### config.mk
export PLATFORM = sky130hd
export DESIGN_NAME = lsu_mem_initiator_flat
export DESIGN_NICKNAME = d
export VERILOG_FILES = /design/src/rtl/lsu_mem_initiator_if.sv /design/src/rtl/lsu_mem_initiator.sv /design/src/flat_wrapper.sv
export SDC_FILE = /design/constraint.sdc
export NUM_CORES = 1
export LEC_CHECK = 0
export ABC_AREA = 1
export ABC_CLOCK_PERIOD_IN_PS = 5800
export CAP_MARGIN = 15
export CELL_PAD_IN_SITES_DETAIL_PLACEMENT = 1
export CELL_PAD_IN_SITES_GLOBAL_PLACEMENT = 1
export CORE_UTILIZATION = 41
export DETAILED_ROUTE_END_ITERATION = 8
export PLACE_DENSITY_LB_ADDON = 0.08
export SETUP_SLACK_MARGIN = 0.4
export SYNTH_ARGS = -nofsm -noshare
export SYNTH_HDL_FRONTEND = slang
export SYNTH_SLANG_ARGS = --single-unit
### constraint.sdc
create_clock -name clk -period 5.8 [get_ports clk]
set_input_delay 0.87 -clock clk [delete_from_list [all_inputs] [get_ports clk]]
set_output_delay 0.87 -clock clk [all_outputs]
set_load 0.01 [all_outputs]
### src/rtl/lsu_mem_initiator_if.sv
// Request/response and memory-side signal bundle for lsu_mem_initiator.
// master = the initiator itself, slave = the CPU/memory environment around it.
interface lsu_mem_initiator_if;
    logic        req_valid;
    logic        req_ready;
    logic        req_we;
    logic [1:0]  req_len;
    logic        req_sign;
    logic [31:0] req_addr;
    logic [31:0] req_wdata;
    logic        resp_valid;
    logic [31:0] resp_rdata;
    logic        resp_err;
    logic [31:0] mem_addr;
    logic        mem_re;
    logic        mem_we;
    logic [31:0] mem_wdata;
    logic [31:0] mem_rdata;

    modport master (
        input  req_valid, req_we, req_len, req_sign, req_addr, req_wdata, mem_rdata,
        output req_ready, resp_valid, resp_rdata, resp_err,
        output mem_addr, mem_re, mem_we, mem_wdata
    );

    modport slave (
        output req_valid, req_we, req_len, req_sign, req_addr, req_wdata, mem_rdata,
        input  req_ready, resp_valid, resp_rdata, resp_err,
        input  mem_addr, mem_re, mem_we, mem_wdata
    );
endinterface

### src/rtl/lsu_mem_initiator.sv
// Byte/half/word load-store initiator for a word-wide data RAM (RMW for sub-word stores) and MMIO.
// Define MISALIGN_SPLIT_EN to run misaligned RAM accesses as two-word sequences; otherwise they error.
module lsu_mem_initiator #(
    parameter int RD_LAT   = 1,
    parameter int MMIO_BIT = 31
) (
    input  logic                clk,
    input  logic                rst,
    lsu_mem_initiator_if.master bus
);
    typedef enum logic [2:0] {IDLE, RD_REQ, RD_WAIT, WR, RESP} state_t;
    localparam logic [2:0] CNT_LAST = 3'(RD_LAT - 1);

    state_t      state_q, state_d;
    logic [2:0]  cnt_q, cnt_d;
    logic        req_ready_q, resp_valid_q, resp_err_q, mem_re_q, mem_we_q;
    logic        req_ready_d, resp_valid_d, resp_err_d, mem_re_d, mem_we_d;
    logic [31:0] resp_rdata_q, mem_addr_q, mem_wdata_q;
    logic [31:0] resp_rdata_d, mem_addr_d, mem_wdata_d;

    logic        we_q, sign_q, mmio_q;
    logic [1:0]  len_q;
    logic [31:0] addr_q, wdata_q, word0_q, load_sh;
    logic [63:0] buf_q, buf_d, buf_new, merged;
    logic        accept, a_mmio, a_err, a_need_rd;

    function automatic logic [31:0] extend_load(input logic [31:0] v, input logic [1:0] len,
                                                input logic sgn);
        logic [31:0] r;
        case (len)
            2'd0:    r = {{24{sgn & v[7]}}, v[7:0]};
            2'd1:    r = {{16{sgn & v[15]}}, v[15:0]};
            default: r = v;
        endcase
        return r;
    endfunction

    // Overwrite bytes off..off+n-1 of the little-endian word pair with the right-aligned store data.
    function automatic logic [63:0] merge_store(input logic [63:0] old, input logic [31:0] wd,
                                                input logic [1:0] len, input logic [1:0] off);
        logic [63:0] m;
        logic [63:0] d;
        m = {32'h0, extend_load(32'hFFFF_FFFF, len, 1'b0)} << {off, 3'b000};
        d = {32'h0, wd} << {off, 3'b000};
        return (old & ~m) | (d & m);
    endfunction

    assign accept  = (state_q == IDLE) && bus.req_valid;
    assign a_mmio  = bus.req_addr[MMIO_BIT];
    assign word0_q = {addr_q[31:2], 2'b00};
    assign a_need_rd = !bus.req_we ||
                       (!a_mmio && !(bus.req_len == 2'd2 && bus.req_addr[1:0] == 2'd0));

`ifdef MISALIGN_SPLIT_EN
    logic [2:0]  a_nbytes;
    logic        a_split, split_q, widx_q, widx_d;
    logic [32:0] a_word1;
    logic [31:0] word1_q;

    always_comb begin
        case (bus.req_len)
            2'd0:    a_nbytes = 3'd1;
            2'd1:    a_nbytes = 3'd2;
            default: a_nbytes = 3'd4;
        endcase
    end

    // Bit 32 of a_word1 is the wrap past the top of the address space, which is also rejected.
    assign a_split = ({1'b0, bus.req_addr[1:0]} + a_nbytes) > 3'd4;
    assign a_word1 = {1'b0, bus.req_addr[31:2], 2'b00} + 33'd4;
    assign a_err   = (bus.req_len == 2'd3) ||
                     (!a_mmio && a_split && (a_word1[32] || a_word1[MMIO_BIT]));

    always_ff @(posedge clk or posedge rst) begin
        if (rst) widx_q <= 1'b0;
        else     widx_q <= widx_d;
    end
`else
    logic [1:0] a_nbm1;

    assign a_nbm1 = (bus.req_len == 2'd0) ? 2'd0 : (bus.req_len == 2'd1) ? 2'd1 : 2'd3;
    assign a_err  = (bus.req_len == 2'd3) ||
                    (!a_mmio && ((bus.req_addr[1:0] & a_nbm1) != 2'd0));
`endif

    always_comb begin
        state_d      = state_q;
        cnt_d        = cnt_q;
        buf_d        = buf_q;
        resp_valid_d = 1'b0;
        resp_err_d   = 1'b0;
        resp_rdata_d = 32'h0;
        mem_re_d     = 1'b0;
        mem_we_d     = 1'b0;
        mem_addr_d   = 32'h0;
        mem_wdata_d  = 32'h0;
`ifdef MISALIGN_SPLIT_EN
        widx_d  = widx_q;
        buf_new = widx_q ? {bus.mem_rdata, buf_q[31:0]} : {buf_q[63:32], bus.mem_rdata};
`else
        buf_new = {buf_q[63:32], bus.mem_rdata};
`endif
        merged  = merge_store(buf_new, wdata_q, len_q, addr_q[1:0]);
        load_sh = 32'(buf_new >> {addr_q[1:0], 3'b000});

        case (state_q)
            IDLE: begin
                if (bus.req_valid) begin
                    buf_d = 64'h0;
`ifdef MISALIGN_SPLIT_EN
                    widx_d = 1'b0;
`endif
                    if (a_err) begin
                        state_d      = RESP;
                        resp_valid_d = 1'b1;
                        resp_err_d   = 1'b1;
                    end else if (a_need_rd) begin
                        state_d    = RD_REQ;
                        mem_re_d   = 1'b1;
                        mem_addr_d = a_mmio ? bus.req_addr : {bus.req_addr[31:2], 2'b00};
                    end else begin
                        state_d     = WR;
                        mem_we_d    = 1'b1;
                        mem_addr_d  = a_mmio ? bus.req_addr : {bus.req_addr[31:2], 2'b00};
                        mem_wdata_d = extend_load(bus.req_wdata, bus.req_len, 1'b0);
                    end
                end
            end
            RD_REQ: begin
                state_d = RD_WAIT;
                cnt_d   = 3'd0;
            end
            RD_WAIT: begin
                if (cnt_q != CNT_LAST) begin
                    cnt_d = cnt_q + 3'd1;
                end else begin
                    buf_d = buf_new;
`ifdef MISALIGN_SPLIT_EN
                    if (split_q && !widx_q) begin
                        widx_d     = 1'b1;
                        state_d    = RD_REQ;
                        mem_re_d   = 1'b1;
                        mem_addr_d = word1_q;
                    end else
`endif
                    if (we_q) begin
                        buf_d = merged;
`ifdef MISALIGN_SPLIT_EN
                        widx_d = 1'b0;
`endif
                        state_d     = WR;
                        mem_we_d    = 1'b1;
                        mem_addr_d  = word0_q;
                        mem_wdata_d = merged[31:0];
                    end else begin
                        state_d      = RESP;
                        resp_valid_d = 1'b1;
                        resp_rdata_d = extend_load(mmio_q ? bus.mem_rdata : load_sh, len_q, sign_q);
                    end
                end
            end
            WR: begin
`ifdef MISALIGN_SPLIT_EN
                if (split_q && !widx_q) begin
                    widx_d      = 1'b1;
                    mem_we_d    = 1'b1;
                    mem_addr_d  = word1_q;
                    mem_wdata_d = buf_q[63:32];
                end else
`endif
                begin
                    state_d      = RESP;
                    resp_valid_d = 1'b1;
                end
            end
            RESP:    state_d = IDLE;
            default: state_d = IDLE;
        endcase
        req_ready_d = (state_d == IDLE);
    end

    // Control and registered outputs: cleared asynchronously so a reset aborts any access at once.
    always_ff @(posedge clk or posedge rst) begin
        if (rst) begin
            state_q      <= IDLE;
            cnt_q        <= 3'd0;
            req_ready_q  <= 1'b1;
            resp_valid_q <= 1'b0;
            resp_err_q   <= 1'b0;
            resp_rdata_q <= 32'h0;
            mem_re_q     <= 1'b0;
            mem_we_q     <= 1'b0;
            mem_addr_q   <= 32'h0;
            mem_wdata_q  <= 32'h0;
        end else begin
            state_q      <= state_d;
            cnt_q        <= cnt_d;
            req_ready_q  <= req_ready_d;
            resp_valid_q <= resp_valid_d;
            resp_err_q   <= resp_err_d;
            resp_rdata_q <= resp_rdata_d;
            mem_re_q     <= mem_re_d;
            mem_we_q     <= mem_we_d;
            mem_addr_q   <= mem_addr_d;
            mem_wdata_q  <= mem_wdata_d;
        end
    end

    always_ff @(posedge clk) begin
        if (accept) begin
            we_q    <= bus.req_we;
            len_q   <= bus.req_len;
            sign_q  <= bus.req_sign;
            mmio_q  <= a_mmio;
            addr_q  <= bus.req_addr;
            wdata_q <= bus.req_wdata;
`ifdef MISALIGN_SPLIT_EN
            split_q <= a_split && !a_mmio;
            word1_q <= a_word1[31:0];
`endif
        end
        buf_q <= buf_d;
    end

    assign bus.req_ready  = req_ready_q;
    assign bus.resp_valid = resp_valid_q;
    assign bus.resp_err   = resp_err_q;
    assign bus.resp_rdata = resp_rdata_q;
    assign bus.mem_re     = mem_re_q;
    assign bus.mem_we     = mem_we_q;
    assign bus.mem_addr   = mem_addr_q;
    assign bus.mem_wdata  = mem_wdata_q;
endmodule

### src/flat_wrapper.sv
// flat-port wrapper written by rule: the top's interface ports become plain ports
module lsu_mem_initiator_flat 
#(
    parameter int RD_LAT   = 1,
    parameter int MMIO_BIT = 31
)
  (clk, rst, bus_req_valid, bus_req_we, bus_req_len, bus_req_sign, bus_req_addr, bus_req_wdata, bus_mem_rdata, bus_req_ready, bus_resp_valid, bus_resp_rdata, bus_resp_err, bus_mem_addr, bus_mem_re, bus_mem_we, bus_mem_wdata);
  lsu_mem_initiator_if bus_i ();
  input  logic clk;
  input  logic rst;
  input wire logic [$bits(bus_i.req_valid)-1:0] bus_req_valid;
  input wire logic [$bits(bus_i.req_we)-1:0] bus_req_we;
  input wire logic [$bits(bus_i.req_len)-1:0] bus_req_len;
  input wire logic [$bits(bus_i.req_sign)-1:0] bus_req_sign;
  input wire logic [$bits(bus_i.req_addr)-1:0] bus_req_addr;
  input wire logic [$bits(bus_i.req_wdata)-1:0] bus_req_wdata;
  input wire logic [$bits(bus_i.mem_rdata)-1:0] bus_mem_rdata;
  output wire logic [$bits(bus_i.req_ready)-1:0] bus_req_ready;
  output wire logic [$bits(bus_i.resp_valid)-1:0] bus_resp_valid;
  output wire logic [$bits(bus_i.resp_rdata)-1:0] bus_resp_rdata;
  output wire logic [$bits(bus_i.resp_err)-1:0] bus_resp_err;
  output wire logic [$bits(bus_i.mem_addr)-1:0] bus_mem_addr;
  output wire logic [$bits(bus_i.mem_re)-1:0] bus_mem_re;
  output wire logic [$bits(bus_i.mem_we)-1:0] bus_mem_we;
  output wire logic [$bits(bus_i.mem_wdata)-1:0] bus_mem_wdata;
  assign bus_i.req_valid = bus_req_valid;
  assign bus_i.req_we = bus_req_we;
  assign bus_i.req_len = bus_req_len;
  assign bus_i.req_sign = bus_req_sign;
  assign bus_i.req_addr = bus_req_addr;
  assign bus_i.req_wdata = bus_req_wdata;
  assign bus_i.mem_rdata = bus_mem_rdata;
  assign bus_req_ready = bus_i.req_ready;
  assign bus_resp_valid = bus_i.resp_valid;
  assign bus_resp_rdata = bus_i.resp_rdata;
  assign bus_resp_err = bus_i.resp_err;
  assign bus_mem_addr = bus_i.mem_addr;
  assign bus_mem_re = bus_i.mem_re;
  assign bus_mem_we = bus_i.mem_we;
  assign bus_mem_wdata = bus_i.mem_wdata;
  lsu_mem_initiator #(.RD_LAT(RD_LAT), .MMIO_BIT(MMIO_BIT)) u_core (.clk(clk), .rst(rst), .bus(bus_i));
endmodule
==> impl_metrics.ini <==
[clock_network]
ctsHoldBuffers = 0
cts_buffers = 17
cts_tree = done
clockBufferDepth = 2
path_clk_slew_ps = 90
clock_latency_ps = 450
clock-sinks = 199
ctsHtreeMaxLevel = 4
post_cts_buffers = 0
cts_resized = 0
clockRootBuffer = clkbuf_16

[finish]
final_common_cell = nand2_1
final_nets = 1320
seqCellArea_sq_mm = 0.00544
fillers = 2552
final_cell_mix = nand2_1 (305), clkdlybuf4s50_1 (203), dfrtp_1 (106)
fin_cells = 1508
layout-drive-gt1-share_pct = 5.13
antennaDiodeCount = 0
area_growth_pct = 29.2
multi_input_area_sq_mm = 0.00324

[drt]
wire_per_inst_microns = 20.3
ant_nets = 0
drt_iter0_markers = 512
vias = 8025
wl_mm = 30.6
drc_errors = 0
avgViaCountPerCell = 5.32
first_pass_iters = 4

[sta]
timing.final.crit_share_pct = 62.5
worst_pin_slew_ps = 1090
fin_setup_tns_ps = 0
finalSetupViolations = 0
rsz0062_at_grt = false
fmax_mhz = 276
clock_skew_ps = 18.2
min_period_ps = 3630
hold_viol = 0
max_slew_margin_pct = 27.2
slew_violations = 0

[placement]
numPortBuffers = 203
dp_hpwl_mm = 21.8
gp_congestion = 0.851
dp_cells = 1476

[global_route]
grt_overflow = 0
antenna_found_initial = 0
grt_pass1_vias = 8449
grt_util_all_layers_pct = 27.0
grt_pass1_wl_mm = 47.9
grt_max_degree = 93

[synthesis]
netlist_area_sq_mm = 0.00935
synthArstFlopShare_pct = 53.8
syn_area_per_cell_sq_um = 8.95
ys.flop_type = dfrtp_1
ys_ff_latch = 199
synth_cell_type_count = 34
synth-seq-area-share_pct = 58.2
netlist_instances = 1045
yosys_warnings = 0
synth_edf_count = 92
syn_nets = 1150

[die]
core_area_sq_mm = 0.0221
dieArea_sq_mm = 0.0234
start_util_pct = 42.3
io_pins = 204
die_width_microns = 153
rows = 54
die_h_microns = 153

[power]
ir_worst_vdd_v = 0.000224
p_per_area_mw_per_mm2 = 407
p_total_mw = 4.92
p_leak_nw = 5.37

[critical_path]
required_ps = 6140
reg2reg_slack_ps = 2560
setup.worst_path.class = primary input to flip-flop
cp_max_fo = 31
endpoint_kind = flip-flop
startpoint_type = primary input
worstPathArrival_ps = 3970
r2r_cells = 9

[worst_hold_path]
holdPathStages = 2
hold_class = flip-flop to flip-flop

[run_status]
outcome = finished clean

[job]
maxCapViolCount = 0
sequential cells by signal, summed over array words and instances, names as in the netlist, 2 cells and up:
name,count
u_core.wdata_q,32
u_core.buf_q,24
u_core.state_q,3
u_core.bus.mem_addr,32
u_core.len_q,2
u_core.addr_q,31
u_core.bus.mem_wdata,32
u_core.cnt_q,3
u_core.bus.resp_rdata,32
layer usage:
layer  up-vias  GRT usage (%)  routed length (microns)
met5         -              0                        0
met4         0           11.0                      949
met2       228           44.1                    14700
met3        51           6.66                     1800
li1       3819              -                        -
met1      3927           34.3                    13200
Yosys cell counts, types with 9 or more instances:
| library cell | n | area share, % |
|---|---|---|
| o211ai_1 | 17 | 1.4 |
| nand2_1 | 305 | 12 |
| o21ai_0 | 85 | 4.5 |
| nor3_1 | 18 | 0.96 |
| dfrtp_1 | 106 | 28 |
| a211oi_1 | 14 | 1.1 |
| buf_2 | 16 | 0.86 |
| inv_1 | 88 | 3.5 |
| o22ai_1 | 9 | 0.60 |
| nor2_1 | 57 | 2.3 |
| a21oi_1 | 59 | 3.2 |
| nand3_1 | 98 | 5.2 |
| edfxtp_1 | 92 | 30 |
| clkbuf_1 | 21 | 0.84 |
where the power goes:
| part | switching [mW] | leakage [nW] | internal [mW] |
|---|---|---|---|
| Clock | 0.639 | 0.298 | 0.593 |
| Sequential | 0.171 | 2.33 | 1.87 |
| Combinational | 1.06 | 2.74 | 0.587 |
final timing paths:
| kind | startpoint | endpoint |
|---|---|---|
| setup / recovery | bus_req_len[1] | u_core.bus.mem_wdata[4] |
| min in group asynchronous | rst | u_core.bus.resp_rdata[5] |
| hold reg to reg | u_core.addr_q[28] | u_core.bus.mem_addr[28] |
| hold / removal | u_core.addr_q[28] | u_core.bus.mem_addr[28] |
| max in group asynchronous | rst | u_core.bus.req_ready |
| setup reg to reg | u_core.state_q[2] | u_core.buf_q[35] |
worst max-delay path: stages:
cell and delay, ps:
clkdlybuf4s50_1 850, inv_1 230, o21ai_0 160, nand2_1 100
buf_4 320, nand3_1 400, inv_1 720, nand2_1 150
o21ai_0 160
metrics by stage:
step	util, %	hold WS [ps]	instance area (sq um)	setup WS (ps)
after floorplan	-	426	9350	2110
after global placement	51.9	431	11500	1930
after detailed placement	51.9	441	11500	1800
after CTS	54.7	461	12100	2180
after global routing	54.7	478	12100	1900
final	54.7	457	12100	2170
cells by family (layout without fill, tap and decap cells):
logic type	Yosys count	count (layout)	share of synthesized area, %
AND/OR/NAND/NOR	492	492	22.2
AO/OA/AOI/OAI	199	199	12.0
flip-flops	199	199	58.2
buffers and inverters	153	336	7.35
adder cells (fa/ha/maj)	2	2	0.268
layout make-up:
| cell class | instances | area share, % |
|---|---|---|
| Clock buffer | 17 | 3.52 |
| Clock inverter | 15 | 1.54 |
| Inverter | 94 | 2.96 |
| Multi-Input combinational cell | 693 | 26.8 |
| Sequential cell | 199 | 45.0 |
| Tap cell | 280 | 2.90 |
| Timing Repair Buffer | 210 | 17.2 |
Note: power is estimated with default switching activity, not from simulation.
